### config.mk
export PLATFORM = sky130hd
export DESIGN_NAME = enc_stream_ctrl
export DESIGN_NICKNAME = d
export VERILOG_FILES = /design/src/rtl/enc_stream_ctrl.sv
export SDC_FILE = /design/constraint.sdc
export NUM_CORES = 1
export LEC_CHECK = 0
export BUFFER_PORTS_ARGS = -buffer_cell sky130_fd_sc_hd__clkbuf_2
export CORE_MARGIN = 2
export CORE_UTILIZATION = 40
export CTS_CLUSTER_SIZE = 14
export DETAILED_ROUTE_END_ITERATION = 8
export MAX_ROUTING_LAYER = met4
export PLACE_DENSITY = 0.6
export SLEW_MARGIN = 10
export SYNTH_ARGS = -nofsm -noshare
export SYNTH_HDL_FRONTEND = slang
export SYNTH_SLANG_ARGS = --single-unit
### constraint.sdc
create_clock -name clk -period 6.96 [get_ports clk]
set_input_delay 1.392 -clock clk [delete_from_list [all_inputs] [get_ports clk]]
set_output_delay 1.392 -clock clk [all_outputs]
set_load 0.02 [all_outputs]
### src/rtl/enc_stream_ctrl.sv
// Stream front/back end for the 16-bit encryption core.
// Packs byte pairs into words, tracks core latency, buffers ciphertext.
module enc_stream_ctrl #(
    parameter int LATENCY    = 10,
    parameter int FIFO_DEPTH = 4
) (
    input  logic        clk,
    input  logic        rst_n,
    input  logic        key_valid,
    output logic        key_ready,
    input  logic [15:0] key_in,
    input  logic        in_valid,
    output logic        in_ready,
    input  logic [7:0]  in_byte,
    output logic [15:0] core_codein,
    output logic [15:0] core_key,
    input  logic [15:0] core_codeout,
    output logic        out_valid,
    input  logic        out_ready,
    output logic [15:0] out_data,
    output logic        busy
);

    localparam int PW = $clog2(FIFO_DEPTH);
    localparam int IW = $clog2(LATENCY + 1);
    localparam int SW = $clog2(LATENCY + FIFO_DEPTH + 1);

    typedef enum logic [1:0] {
        S_NOKEY = 2'd0,
        S_HI    = 2'd1,
        S_LO    = 2'd2
    } state_t;

    state_t state;
    state_t state_nx;

    logic [7:0]         hi_reg;
    logic [LATENCY-1:0] vpipe;
    logic [IW-1:0]      inflight;
    logic [15:0]        mem [FIFO_DEPTH];
    logic [PW-1:0]      wr_ptr;
    logic [PW-1:0]      rd_ptr;
    logic [PW:0]        fifo_count;

    logic key_fire;
    logic byte_fire;
    logic issue;
    logic push;
    logic pop;
    logic credit_ok;

    assign key_fire  = key_valid & key_ready;
    assign byte_fire = in_valid & in_ready;
    assign issue     = byte_fire & (state == S_LO);
    assign push      = vpipe[LATENCY-1];
    assign pop       = out_valid & out_ready;

    // Reserve a FIFO slot for every word still travelling through the core.
    assign credit_ok = (SW'(inflight) + SW'(fifo_count)) < SW'(FIFO_DEPTH);

    always_ff @(posedge clk or negedge rst_n) begin
        if (!rst_n) begin
            state <= S_NOKEY;
        end else begin
            state <= state_nx;
        end
    end

    always_comb begin
        state_nx = state;
        unique case (state)
            S_NOKEY: if (key_fire)  state_nx = S_HI;
            S_HI:    if (byte_fire) state_nx = S_LO;
            S_LO:    if (byte_fire) state_nx = S_HI;
            default: state_nx = S_NOKEY;
        endcase
    end

    always_comb begin
        key_ready = (state != S_LO) && (inflight == '0);
        in_ready  = 1'b0;
        unique case (state)
            S_NOKEY: in_ready = 1'b0;
            S_HI:    in_ready = !key_fire;
            S_LO:    in_ready = !key_fire && credit_ok;
            default: in_ready = 1'b0;
        endcase
    end

    always_ff @(posedge clk or negedge rst_n) begin
        if (!rst_n) begin
            core_key    <= '0;
            core_codein <= '0;
            hi_reg      <= '0;
        end else begin
            if (key_fire) begin
                core_key <= key_in;
            end
            if (byte_fire && state == S_HI) begin
                hi_reg <= in_byte;
            end
            if (issue) begin
                core_codein <= {hi_reg, in_byte};
            end
        end
    end

    always_ff @(posedge clk or negedge rst_n) begin
        if (!rst_n) begin
            vpipe <= '0;
        end else begin
            for (int i = LATENCY - 1; i > 0; i--) begin
                vpipe[i] <= vpipe[i-1];
            end
            vpipe[0] <= issue;
        end
    end

    always_ff @(posedge clk or negedge rst_n) begin
        if (!rst_n) begin
            inflight <= '0;
        end else begin
            unique case ({issue, push})
                2'b10:   inflight <= inflight + IW'(1);
                2'b01:   inflight <= inflight - IW'(1);
                default: inflight <= inflight;
            endcase
        end
    end

    always_ff @(posedge clk or negedge rst_n) begin
        if (!rst_n) begin
            for (int i = 0; i < FIFO_DEPTH; i++) begin
                mem[i] <= '0;
            end
            wr_ptr <= '0;
        end else if (push) begin
            mem[wr_ptr] <= core_codeout;
            wr_ptr      <= wr_ptr + PW'(1);
        end
    end

    always_ff @(posedge clk or negedge rst_n) begin
        if (!rst_n) begin
            rd_ptr <= '0;
        end else if (pop) begin
            rd_ptr <= rd_ptr + PW'(1);
        end
    end

    always_ff @(posedge clk or negedge rst_n) begin
        if (!rst_n) begin
            fifo_count <= '0;
        end else begin
            unique case ({push, pop})
                2'b10:   fifo_count <= fifo_count + (PW+1)'(1);
                2'b01:   fifo_count <= fifo_count - (PW+1)'(1);
                default: fifo_count <= fifo_count;
            endcase
        end
    end

    assign out_valid = (fifo_count != '0);
    assign out_data  = out_valid ? mem[rd_ptr] : '0;

    assign busy = (state == S_LO) || (inflight != '0) || (fifo_count != '0);

endmodule

# Word-level counts from Yosys, hierarchy flattened
# Index checks and enable logic that the tools add are counted.
[totals] reg_bits=127 input_bits=45 elab_cells=68 out_inout_bits=52
[classes] n_addsub=7 n_eq_ne=10 bitwise=6 reduce_logical=14 n_mux=14 order_cmp=4
[ops] cell="64-bit bitwise mux" count=1
[ops] cell="16-bit two-way mux" count=4
[ops] cell="16-bit binary-select mux with 2-bit select" count=1
[ops] cell="16-bit demux with 2-bit select" count=1
[ops] cell="2-bit inequality test, second input constant" count=4
[ops] cell="4-bit case mux with 2 select lines" count=1
[ops] cell="2-bit by 1-bit == test with 1-bit output, second input constant" count=3
[ops] cell="2-bit == test, second input constant" count=3
[ops] cell="3-bit greater-or-equal comparator, second input constant" count=2
[ops] cell="2-bit two-way mux" count=3
[ops] cell="2-bit inverter with 3-bit output" count=2
[ops] cell="2-bit case mux with 3 select lines" count=1
[ops] cell="3-bit case mux with 2 select lines" count=1
[ops] cell="2-bit by 1-bit adder with 2-bit output, second input constant" count=2
[ops] cell="4-bit by 1-bit adder with 4-bit output, second input constant" count=1
[ops] cell="4-bit by 3-bit adder with 4-bit output" count=1
[ops] cell="1-bit bitwise AND" count=4
[ops] cell="1-bit logical AND" count=4
[ops] cell="4-bit logical NOT" count=1
[ops] cell="4-bit by 3-bit less-than comparator with 1-bit output, second input constant" count=1
[ops] cell="2-bit nonzero test" count=2
[ops] cell="4-bit nonzero test" count=1
[ops] cell="4-bit by 1-bit subtractor with 4-bit output, second input constant" count=1
[ops] cell="3-bit by 1-bit adder with 3-bit output, second input constant" count=1
[ops] cell="other kinds (8)" count=9

# Depth between registers and ports, before layout
# Gate-level depths: netlist of the first run.
[logic_depth] ltp_word=10 mapped_depth=15 ltp_nobuf=14

# Worst setup path after synthesis of the first run
# Ideal clock, no wire load.
[synth_path] path_type="input to output" start="input key_valid" end="output in_ready" t_arrival_ns=2.069 required_time_ns=5.568 path_stages=3 slack_ns=3.499 n_path_buf=0 cell_sequence="nand3_1 -> nand2_1 -> a21boi_0"
[synth_between] elab_chain_len=4
[synth_lines] item="start, declared" line_no="9" source="input logic key_valid,"
[synth_lines] item="1-bit bitwise AND *" line_no="52" source="assign key_fire = key_valid & key_ready;"
[synth_lines] item="1-bit logical NOT *" line_no="84, 85"
[synth_lines] item="1-bit logical AND" line_no="85" source="S_LO: in_ready = !key_fire && credit_ok;"
[synth_lines] item="1-bit case mux with 2 select lines *" line_no="82" source="unique case (state)"
[synth_lines] item="end, declared" line_no="13" source="output logic in_ready,"
# Every way passes the cells marked *; elsewhere a longest branch is shown, timed or not.

# Worst setup path after layout of the first run
[layout_path] start="register state[0]" end="output in_ready"
[layout_between] elab_chain_len=6 word_cells_on_any_way=8 cone_classes="eq/ne (3); mux (1); bitwise (1); reduce/logical (3)"
[layout_lines] item="start, declared" line_no="34" source="state_t state;"
[layout_lines] item="start signal, assigned" line_no="65" source="state <= state_nx;"
[layout_lines] item="2-bit inequality test" line_no="80" source="key_ready = (state != S_LO) && (inflight == '0);"
[layout_lines] item="1-bit logical AND" line_no="80"
[layout_lines] item="1-bit bitwise AND" line_no="52"
[layout_lines] item="1-bit logical NOT" line_no="84, 85"
[layout_lines] item="1-bit logical AND" line_no="85"
[layout_lines] item="1-bit case mux with 2 select lines *" line_no="82"
# Marked as above.

==> results of run 1 <==
metal layers:
| layer | global-route usage [%] | vias up | wire [µm] |
|---|---|---|---|
| met5 | - | - | 0 |
| li1 | - | 1600 | - |
| met2 | 25.7 | 51 | 5480 |
| met3 | 4.00 | 18 | 339 |
| met1 | 20.6 | 1765 | 4930 |
| met4 | 7.11 | 0 | 211 |
path summary, 6_finish.rpt:
| kind | startpoint | endpoint | slack, ns | depth (start not counted) |
|---|---|---|---|---|
| worst max-delay path | state[0] | in_ready | 2.70 | 7 |
| worst min-delay path | vpipe[7] | vpipe[8] | 0.34 | 0 |
| worst max register to register | state[0] | inflight[3] | 3.12 | 14 |
| worst min register to register | vpipe[7] | vpipe[8] | 0.34 | 0 |
| max in group asynchronous | rst_n | vpipe[5] | 4.60 | 2 |
| min in group asynchronous | rst_n | core_codein[7] | 1.15 | 1 |
layout make-up:
type	instances	share of cell area, %
Multi-Input combinational cell	247	33.4
Tap cell	180	3.28
Clock inverter	12	2.41
Inverter	12	0.656
Sequential cell	127	46.3
Clock buffer	20	6.65
Timing Repair Buffer	98	7.25
cell families after synthesis:
kind of cell	count (synthesis)	synth area share [%]
adders and majority gates	17	4.07
xor gates and xnor gates	10	1.57
AOI/OAI and AO/OA	16	2.31
and+or+nand+nor	97	7.79
DFF	127	56.8
buffers and inverters	28	2.10
muxes	107	25.3
synth_stat cells, types with 2 or more instances:
master	instances	area, µm²
clkbuf_1	11	41.3
mux2_2	80	901
xor2_1	6	52.6
fa_1	2	40.0
a21oi_1	2	10.0
and3_1	2	12.5
buf_2	4	20.0
mux2i_1	2	20.0
o21ai_0	4	20.0
nor2_1	6	22.5
mux2_4	9	135
nand2_1	61	229
xnor2_1	4	35.0
dfrtp_1	127	3180
nor3_1	2	10.0
mux4_2	16	360
a21o_1	2	15.0
inv_1	12	45.0
ha_1	15	188
nand3_1	2	10.0
and2_1	18	113
nand2b_1	2	12.5
power by group:
part	leakage, µW	internal (µW)	switching, µW	total [µW]
registers	0.00155	994	176	1170
logic	0.00142	558	617	1170
clock network	0.000305	613	317	931
total	0.00328	2170	1110	3280
metrics by stage:
step,std cells,cell area [µm²]
after detailed placement,664,6240
final,696,6860
after CTS,696,6860
after global routing,696,6860
after floorplan,402,5590
after global placement,664,6240
==> results.sh, run 1 <==
export IMPL_cpLargestDelayFamily="simple AND/OR/NAND/NOR gates"
export IMPL_mappedNetlistArea_um2=5590
export IMPL_multi_input_area_um2=2300
export IMPL_ant_nets=0
export IMPL_slew_viol_final=0
export IMPL_final_common_cell="dfrtp_1"
export IMPL_synthCells=402
export IMPL_fin_worst_hold_slack_ns=0.342
export IMPL_final_nets=565
export IMPL_cp_max_fo=20
export IMPL_finalCritPeriodShare_pct=61.2
export IMPL_grt_pass1_wl_um=18100
export IMPL_layout_min_cycle_time_ns=4.26
export IMPL_gr_total_overflow=0
export IMPL_p_leak_uw=0.00328
export IMPL_top_regs="mem: 64 flops, core_codein: 16 flops, core_key: 16 flops"
export IMPL_grt_start_max_net_pins=82
export IMPL_cts_resized=0
export IMPL_top_register="mem"
export IMPL_place_congestion=0.744
export IMPL_post_drt_wl_per_cell_um=15.7
export IMPL_antenna_found_initial=0
export IMPL_drv_cap=0
export IMPL_insertion_delay_ns=0.42
export IMPL_dp_slack_ns=2.63
export IMPL_setup_slack_ns=2.70
export IMPL_hold_buffers=0
export IMPL_hold_viol_final=0
export IMPL_finalSetupTns_ns=0
export IMPL_tightest_slew_ns=1.03
export IMPL_final_core_util_pct=49.8
export IMPL_wirelength_um=11000
export IMPL_max_stage_delay_ns=0.63
export IMPL_critPathKind="reg2out"
export IMPL_num_antenna_cells=0
export IMPL_cts_max_level=4
export IMPL_io_pins=97
export IMPL_end_kind="output pin"
export IMPL_min_path_type="reg2reg"
export IMPL_synth_cell_types=35
export IMPL_dieArea_um2=14900
export IMPL_crit_arrival_ns=2.87
export IMPL_drive_gt1_share_pct=45.9
export IMPL_numCtsBuffers=17
export IMPL_grt_pass1_vias=3611
export IMPL_cts_tree="built"
export IMPL_clock_skew_ns=0.00761
export IMPL_synth_edf_count=0
export IMPL_vias_per_cell=4.93
export IMPL_start_util_pct=40.6
export IMPL_rsz0062_at_grt="false"
export IMPL_start_kind="flop"
export IMPL_status="complete, no violations"
export IMPL_regArea_um2=3180
export IMPL_p_total_uw=3280
export IMPL_vdd_drop_max_uv=220
export IMPL_layout_common_cells="dfrtp_1 (127), clkbuf_2 (95), mux2_2 (80), nand2_1 (61), and2_1 (18)"
export IMPL_synth_top_flop_cell="dfrtp_1"
export IMPL_hpwlAfterDp_um=7040
export IMPL_vias=3434
export IMPL_core_area_um2=13800
export IMPL_critPathSlowestCell="nand3_1"
export IMPL_cts_sinks=127
export IMPL_ys_warn_count=0
export IMPL_portBuffers=96
export IMPL_dr_pass1_iters=4
export IMPL_synth_area_per_cell_um2=13.9
export IMPL_cts_setup_buffers=0
export IMPL_critPathBufInv=2
export IMPL_clkSlewWorstSetupHoldPaths_ns=0.06
export IMPL_ys_async_sr_fraction_pct=100
export IMPL_ys_ff_latch=127
export IMPL_synth_fp_nets=464
export IMPL_clock_path_buffers=2
export IMPL_cp_required_ns=5.57
export IMPL_p_per_area_nw_per_um2=477
export IMPL_max_slew_margin_rel_pct=31.2
export IMPL_seq_area_frac_synth_pct=56.8
export IMPL_path_cells="inv_1, ha_1, nor3_1, nand3_1, nand2_1, a21boi_0, clkbuf_2"
export IMPL_drc=0
export IMPL_timing_fmax_ghz=0.235
export IMPL_rows=43
export IMPL_drt_initial_drc_count=130
export IMPL_largest_register_ffs=64
export IMPL_nFillCells=1240
export IMPL_setup_violations_final=0
export IMPL_area_growth_pct=22.8
export IMPL_fp_dieW_um=122
export IMPL_track_usage_pct=16.5
export IMPL_die_y_um=122
export IMPL_cts_root_buf="clkbuf_16"
Note: power is estimated with default switching activity, not from simulation.
==> run 2: changes to the inputs <==
==> constraint.sdc (replaced) <==
create_clock -name clk -period 4.3 [get_ports clk]
set_input_delay 0.86 -clock clk [delete_from_list [all_inputs] [get_ports clk]]
set_output_delay 0.86 -clock clk [all_outputs]
set_load 0.02 [all_outputs]
==> results.sh, run 2 (synthesis results as in run 1) <==
export IMPL_status="complete, no violations"
export IMPL_core_area_um2=13800
export IMPL_cts_tree="built"
export IMPL_start_kind="flop"
export IMPL_top_register="mem"
export IMPL_rsz0062_at_grt="false"
export IMPL_timing_fmax_ghz=0.306
export IMPL_nFillCells=1242
export IMPL_cp_max_fo=20
export IMPL_finalSetupTns_ns=0
export IMPL_place_congestion=0.810
export IMPL_worstReg2RegStart="state[0]"
export IMPL_rr_endpoint="inflight[3]"
export IMPL_cp_startpoint="state[0]"
export IMPL_cts_setup_buffers=0
export IMPL_io_pins=97
export IMPL_track_usage_pct=16.0
export IMPL_p_leak_uw=0.00329
export IMPL_gr_total_overflow=0
export IMPL_dieArea_um2=14900
export IMPL_hold_viol_final=0
export IMPL_finalCritPeriodShare_pct=76.1
export IMPL_final_common_cell="dfrtp_1"
export IMPL_grt_pass1_vias=3606
export IMPL_setup_slack_ns=1.03
export IMPL_clock_path_buffers=2
export IMPL_tightest_slew_ns=0.996
export IMPL_die_y_um=122
export IMPL_endpoint="inflight[3]"
export IMPL_m1WireLength_um=4850
export IMPL_dr_pass1_iters=4
export IMPL_stdcell_count=697
export IMPL_route_met2_wl_um=5380
export IMPL_setup_violations_final=0
export IMPL_insertion_delay_ns=0.41
export IMPL_worstRegToRegCells=16
export IMPL_clock_skew_ns=0.00857
export IMPL_drive_gt1_share_pct=45.8
export IMPL_cts_resized=0
export IMPL_r2r_slack_ns=1.03
export IMPL_rows=43
export IMPL_p_per_area_nw_per_um2=768
export IMPL_cp_required_ns=4.58
export IMPL_dp_slack_ns=1.06
export IMPL_fp_dieW_um=122
export IMPL_numCtsBuffers=17
export IMPL_route_met3_wl_um=444
export IMPL_vdd_drop_max_uv=304
export IMPL_vias=3444
export IMPL_largest_register_ffs=64
export IMPL_antenna_found_initial=0
export IMPL_max_slew_margin_rel_pct=33.6
export IMPL_hpwlAfterDp_um=7030
export IMPL_area_growth_pct=23.2
export IMPL_min_path_type="reg2reg"
export IMPL_drc=0
export IMPL_crit_arrival_ns=3.55
export IMPL_grt_pass1_wl_um=17800
export IMPL_top_regs="mem: 64 flops, core_codein: 16 flops, core_key: 16 flops"
export IMPL_drv_cap=0
export IMPL_slew_viol_final=0
export IMPL_p_total_uw=5290
export IMPL_num_antenna_cells=0
export IMPL_ant_nets=0
export IMPL_vias_per_cell=4.94
export IMPL_drt_initial_drc_count=155
export IMPL_end_kind="flop"
export IMPL_portBuffers=96
export IMPL_grt_start_max_net_pins=79
export IMPL_clkSlewWorstSetupHoldPaths_ns=0.06
export IMPL_dp_cells=666
export IMPL_hold_buffers=0
export IMPL_start_util_pct=40.6
export IMPL_layout_common_cells="dfrtp_1 (127), clkbuf_2 (95), mux2_2 (80), nand2_1 (61), and2_1 (18)"
export IMPL_final_nets=567
export IMPL_wirelength_um=10800
export IMPL_critPathKind="reg2reg"
export IMPL_cts_root_buf="clkbuf_16"
export IMPL_highest_layer="met4"
export IMPL_post_drt_wl_per_cell_um=15.5
export IMPL_cts_max_level=4
export IMPL_layout_min_cycle_time_ns=3.27
export IMPL_cts_sinks=127
run 2: cell count changes in the layout (fill, tap and decap cells not counted):
cell and delta:
clkbuf_1 +1, inv_6 +1, clkinvlp_4 -1, buf_12 +1, clkinv_4 +1, buf_4 +1
clkinv_2 -3
run 2: worst min path at each step:
stage / cells past startpoint / startpoint / to / slack (ns)
2_1_floorplan: 0 / vpipe[0] / vpipe[1] / 0.33
3_5_place_dp: 0 / vpipe[0] / vpipe[1] / 0.34
6_report: 0 / vpipe[8] / vpipe[9] / 0.35
5_1_grt: 0 / vpipe[8] / vpipe[9] / 0.36
3_3_place_gp: 0 / vpipe[2] / vpipe[3] / 0.34
4_1_cts: 0 / vpipe[8] / vpipe[9] / 0.35
run 2: area by class of cell:
cell class / count / area, µm² / share of cell area (%)
repair buffers: 100 / 526 / 7.63
inverters: 12 / 45.0 / 0.654
clock inverters: 10 / 160 / 2.32
flip-flops and latches: 127 / 3180 / 46.1
clock buffers: 21 / 460 / 6.68
well taps: 180 / 225 / 3.27
multi-input cells: 247 / 2300 / 33.3
run 2: routing by layer:
metal / up-vias / GRT usage, %
met2: 59 / 24.9
met3: 9 / 4.93
li1: 1600 / -
met5: - / -
met1: 1776 / 20.2
met4: 0 / 4.89
run 2: where the power goes:
part	switching, µW	internal [µW]
Combinational	977	912
Clock	498	996
Sequential	303	1610
Total	1780	3520
run 2: critical path: stages (launching register included):
cell and delay [ns]:
dfrtp_1 0.41, inv_1 0.14, ha_1 0.28, nor3_1 0.11
nand3_1 0.09, buf_4 0.23, nand2_1 0.14, a21oi_4 0.15
buf_4 0.30, inv_1 0.08, ha_1 0.23, ha_1 0.28
a21o_1 0.18, a21oi_1 0.17, xnor2_1 0.13, nor2_1 0.07
xor2_1 0.14
run 2: metrics by stage:
stage	hold slack (ns)	instance area (µm²)	util [%]
floorplan	0.331	5590	-
detailed placement	0.336	6270	45.5
global placement	0.336	6270	45.5
global route	0.356	6890	50.0
finish	0.349	6890	50.0
CTS	0.352	6890	50.0
==> run 3: changes to the inputs <==
--- a/config.mk
+++ b/config.mk
@@ -11,7 +11,7 @@
 export CTS_CLUSTER_SIZE = 14
 export DETAILED_ROUTE_END_ITERATION = 8
 export MAX_ROUTING_LAYER = met4
-export PLACE_DENSITY = 0.6
+export PLACE_DENSITY = 0.63
 export SLEW_MARGIN = 10
 export SYNTH_ARGS = -nofsm -noshare
 export SYNTH_HDL_FRONTEND = slang
==> constraint.sdc (replaced) <==
create_clock -name clk -period 2.68 [get_ports clk]
set_input_delay 0.536 -clock clk [delete_from_list [all_inputs] [get_ports clk]]
set_output_delay 0.536 -clock clk [all_outputs]
set_load 0.02 [all_outputs]
==> results.sh, run 3 (synthesis results as in run 1) <==
export IMPL_status="complete, no violations"
export IMPL_grt_pass1_vias=3581
export IMPL_vias_per_cell=4.83
export IMPL_hpwlAfterDp_um=7440
export IMPL_largest_register_ffs=64
export IMPL_start_kind="flop"
export IMPL_fin_area_um2=7030
export IMPL_rr_endpoint="inflight[3]"
export IMPL_crit_arrival_ns=2.11
export IMPL_finalCritPeriodShare_pct=98.7
export IMPL_tightest_slew_ns=0.565
export IMPL_vias=3425
export IMPL_start_util_pct=40.6
export IMPL_fin_worst_hold_slack_ns=0.105
export IMPL_cpLargestDelayFamily="compound AO/OA/AOI/OAI gates"
export IMPL_track_usage_pct=16.1
export IMPL_die_y_um=122
export IMPL_dieArea_um2=14900
export IMPL_cp_max_fo=3
export IMPL_max_slew_margin_rel_pct=62.3
export IMPL_p_per_area_nw_per_um2=1210
export IMPL_final_common_cell="dfrtp_1"
export IMPL_drt_initial_drc_count=177
export IMPL_critPathSlowestCell="dfrtp_1"
export IMPL_rsz0062_at_grt="true"
export IMPL_endpoint="in_ready"
export IMPL_dp_slack_ns=0.0583
export IMPL_crit_cells=7
export IMPL_critPathKind="reg2out"
export IMPL_cts_root_buf="clkbuf_16"
export IMPL_cts_max_level=4
export IMPL_layout_common_cells="dfrtp_1 (126), clkbuf_2 (94), mux2_2 (80), nand2_1 (61), and2_1 (18)"
export IMPL_post_drt_wl_per_cell_um=15.5
export IMPL_area_growth_pct=25.7
export IMPL_drv_cap=0
export IMPL_gr_total_overflow=0
export IMPL_timing_fmax_ghz=0.378
export IMPL_worstRegToRegCells=13
export IMPL_final_nets=578
export IMPL_dpl_cell_area_um2=6380
export IMPL_min_path_type="in2async"
export IMPL_layout_min_cycle_time_ns=2.64
export IMPL_clock_skew_ns=0.0117
export IMPL_grt_pass1_wl_um=17800
export IMPL_clock_path_buffers=2
export IMPL_cp_startpoint="fifo_count[1]"
export IMPL_top_regs="mem: 64 flops, core_codein: 16 flops, core_key: 16 flops"
export IMPL_ant_nets=0
export IMPL_drc=0
export IMPL_hold_viol_final=0
export IMPL_vdd_drop_max_uv=436
export IMPL_place_congestion=0.776
export IMPL_grt_start_max_net_pins=66
export IMPL_io_pins=97
export IMPL_cp_required_ns=2.14
export IMPL_cts_sinks=127
export IMPL_end_kind="output pin"
export IMPL_clkSlewWorstSetupHoldPaths_ns=0.05
export IMPL_setup_slack_ns=0.0353
export IMPL_cts_tree="built"
export IMPL_r2r_slack_ns=0.11
export IMPL_insertion_delay_ns=0.41
export IMPL_p_total_uw=8490
export IMPL_rows=43
export IMPL_antenna_found_initial=0
export IMPL_wirelength_um=11000
export IMPL_worstReg2RegStart="fifo_count[1]"
export IMPL_dr_pass1_iters=4
export IMPL_finalSetupTns_ns=0
export IMPL_slew_viol_final=0
export IMPL_critPathBufInv=1
export IMPL_max_stage_delay_ns=0.41
export IMPL_p_leak_uw=0.00334
export IMPL_portBuffers=96
export IMPL_core_area_um2=13800
export IMPL_num_antenna_cells=0
export IMPL_drive_gt1_share_pct=49.3
export IMPL_path_cells="ha_4, a31oi_4, mux2_4, a21boi_4, nand2b_1, a21boi_0, buf_2"
export IMPL_numCtsBuffers=17
export IMPL_setup_violations_final=0
export IMPL_fp_dieW_um=122
export IMPL_top_register="mem"
[run 3: worst min path at each step]
| stage | from | end | slack (ns) | depth (start not counted) |
|---|---|---|---|---|
| after detailed placement | vpipe[7] | vpipe[8] | 0.34 | 0 |
| after CTS | rst_n | core_codein[1] | 0.11 | 1 |
| after floorplan | rst_n | core_codein[0] | 0.24 | 0 |
| after global routing | rst_n | core_codein[1] | 0.14 | 1 |
| final | rst_n | core_codein[8] | 0.10 | 1 |
| after global placement | vpipe[7] | vpipe[8] | 0.33 | 0 |
[run 3: through the flow]
step	utilization (%)	cells
6_report	51.0	709
5_1_grt	51.0	709
4_1_cts	50.6	708
3_5_place_dp	46.3	676
3_3_place_gp	46.3	676
2_1_floorplan	-	402
[run 3: where the power goes]
group	total (µW)	internal, µW	switching, µW
Combinational	3270	1580	1700
Sequential	3000	2590	419
Clock	2220	1420	798
Total	8490	5580	2910
[run 3: final cells by class]
| class | count | area (µm²) |
|---|---|---|
| Timing Repair Buffer | 111 | 621 |
| Sequential cell | 127 | 3180 |
| Fill cell | 1220 | 6740 |
| Clock buffer | 23 | 508 |
| Clock inverter | 9 | 78.8 |
| Tap cell | 180 | 225 |
| Multi-Input combinational cell | 247 | 2370 |
| Inverter | 12 | 47.5 |
[run 3: timing repair]
action                     4_1_cts  5_1_grt
cloned                           0        0
setup endpoints to repair        1        5
resized for setup                0        9
buffers inserted                 0        1
pin swaps                        0        1
hold buffers                     0        0
[run 3: routing by layer]
layer  track usage, %  wire length (µm)  vias up
li1                 -                 -     1615
met1             20.3              4950     1755
met2             25.2              5600       41
met3             3.25               283       14
met4             7.54               195        0
met5                -                 0        -
[run 3: worst register-to-register path, delay by kind of cell, from the launching register on]
family                   cells  cell delay (ns)
XOR/XNOR                     2             0.25
buffers and inverters        1             0.06
AND/OR/NAND/NOR              1             0.07
flip-flops                   1             0.41
AO/OA/AOI/OAI                5             0.71
multiplexers                 1             0.34
adder cells (fa/ha/maj)      3             0.61
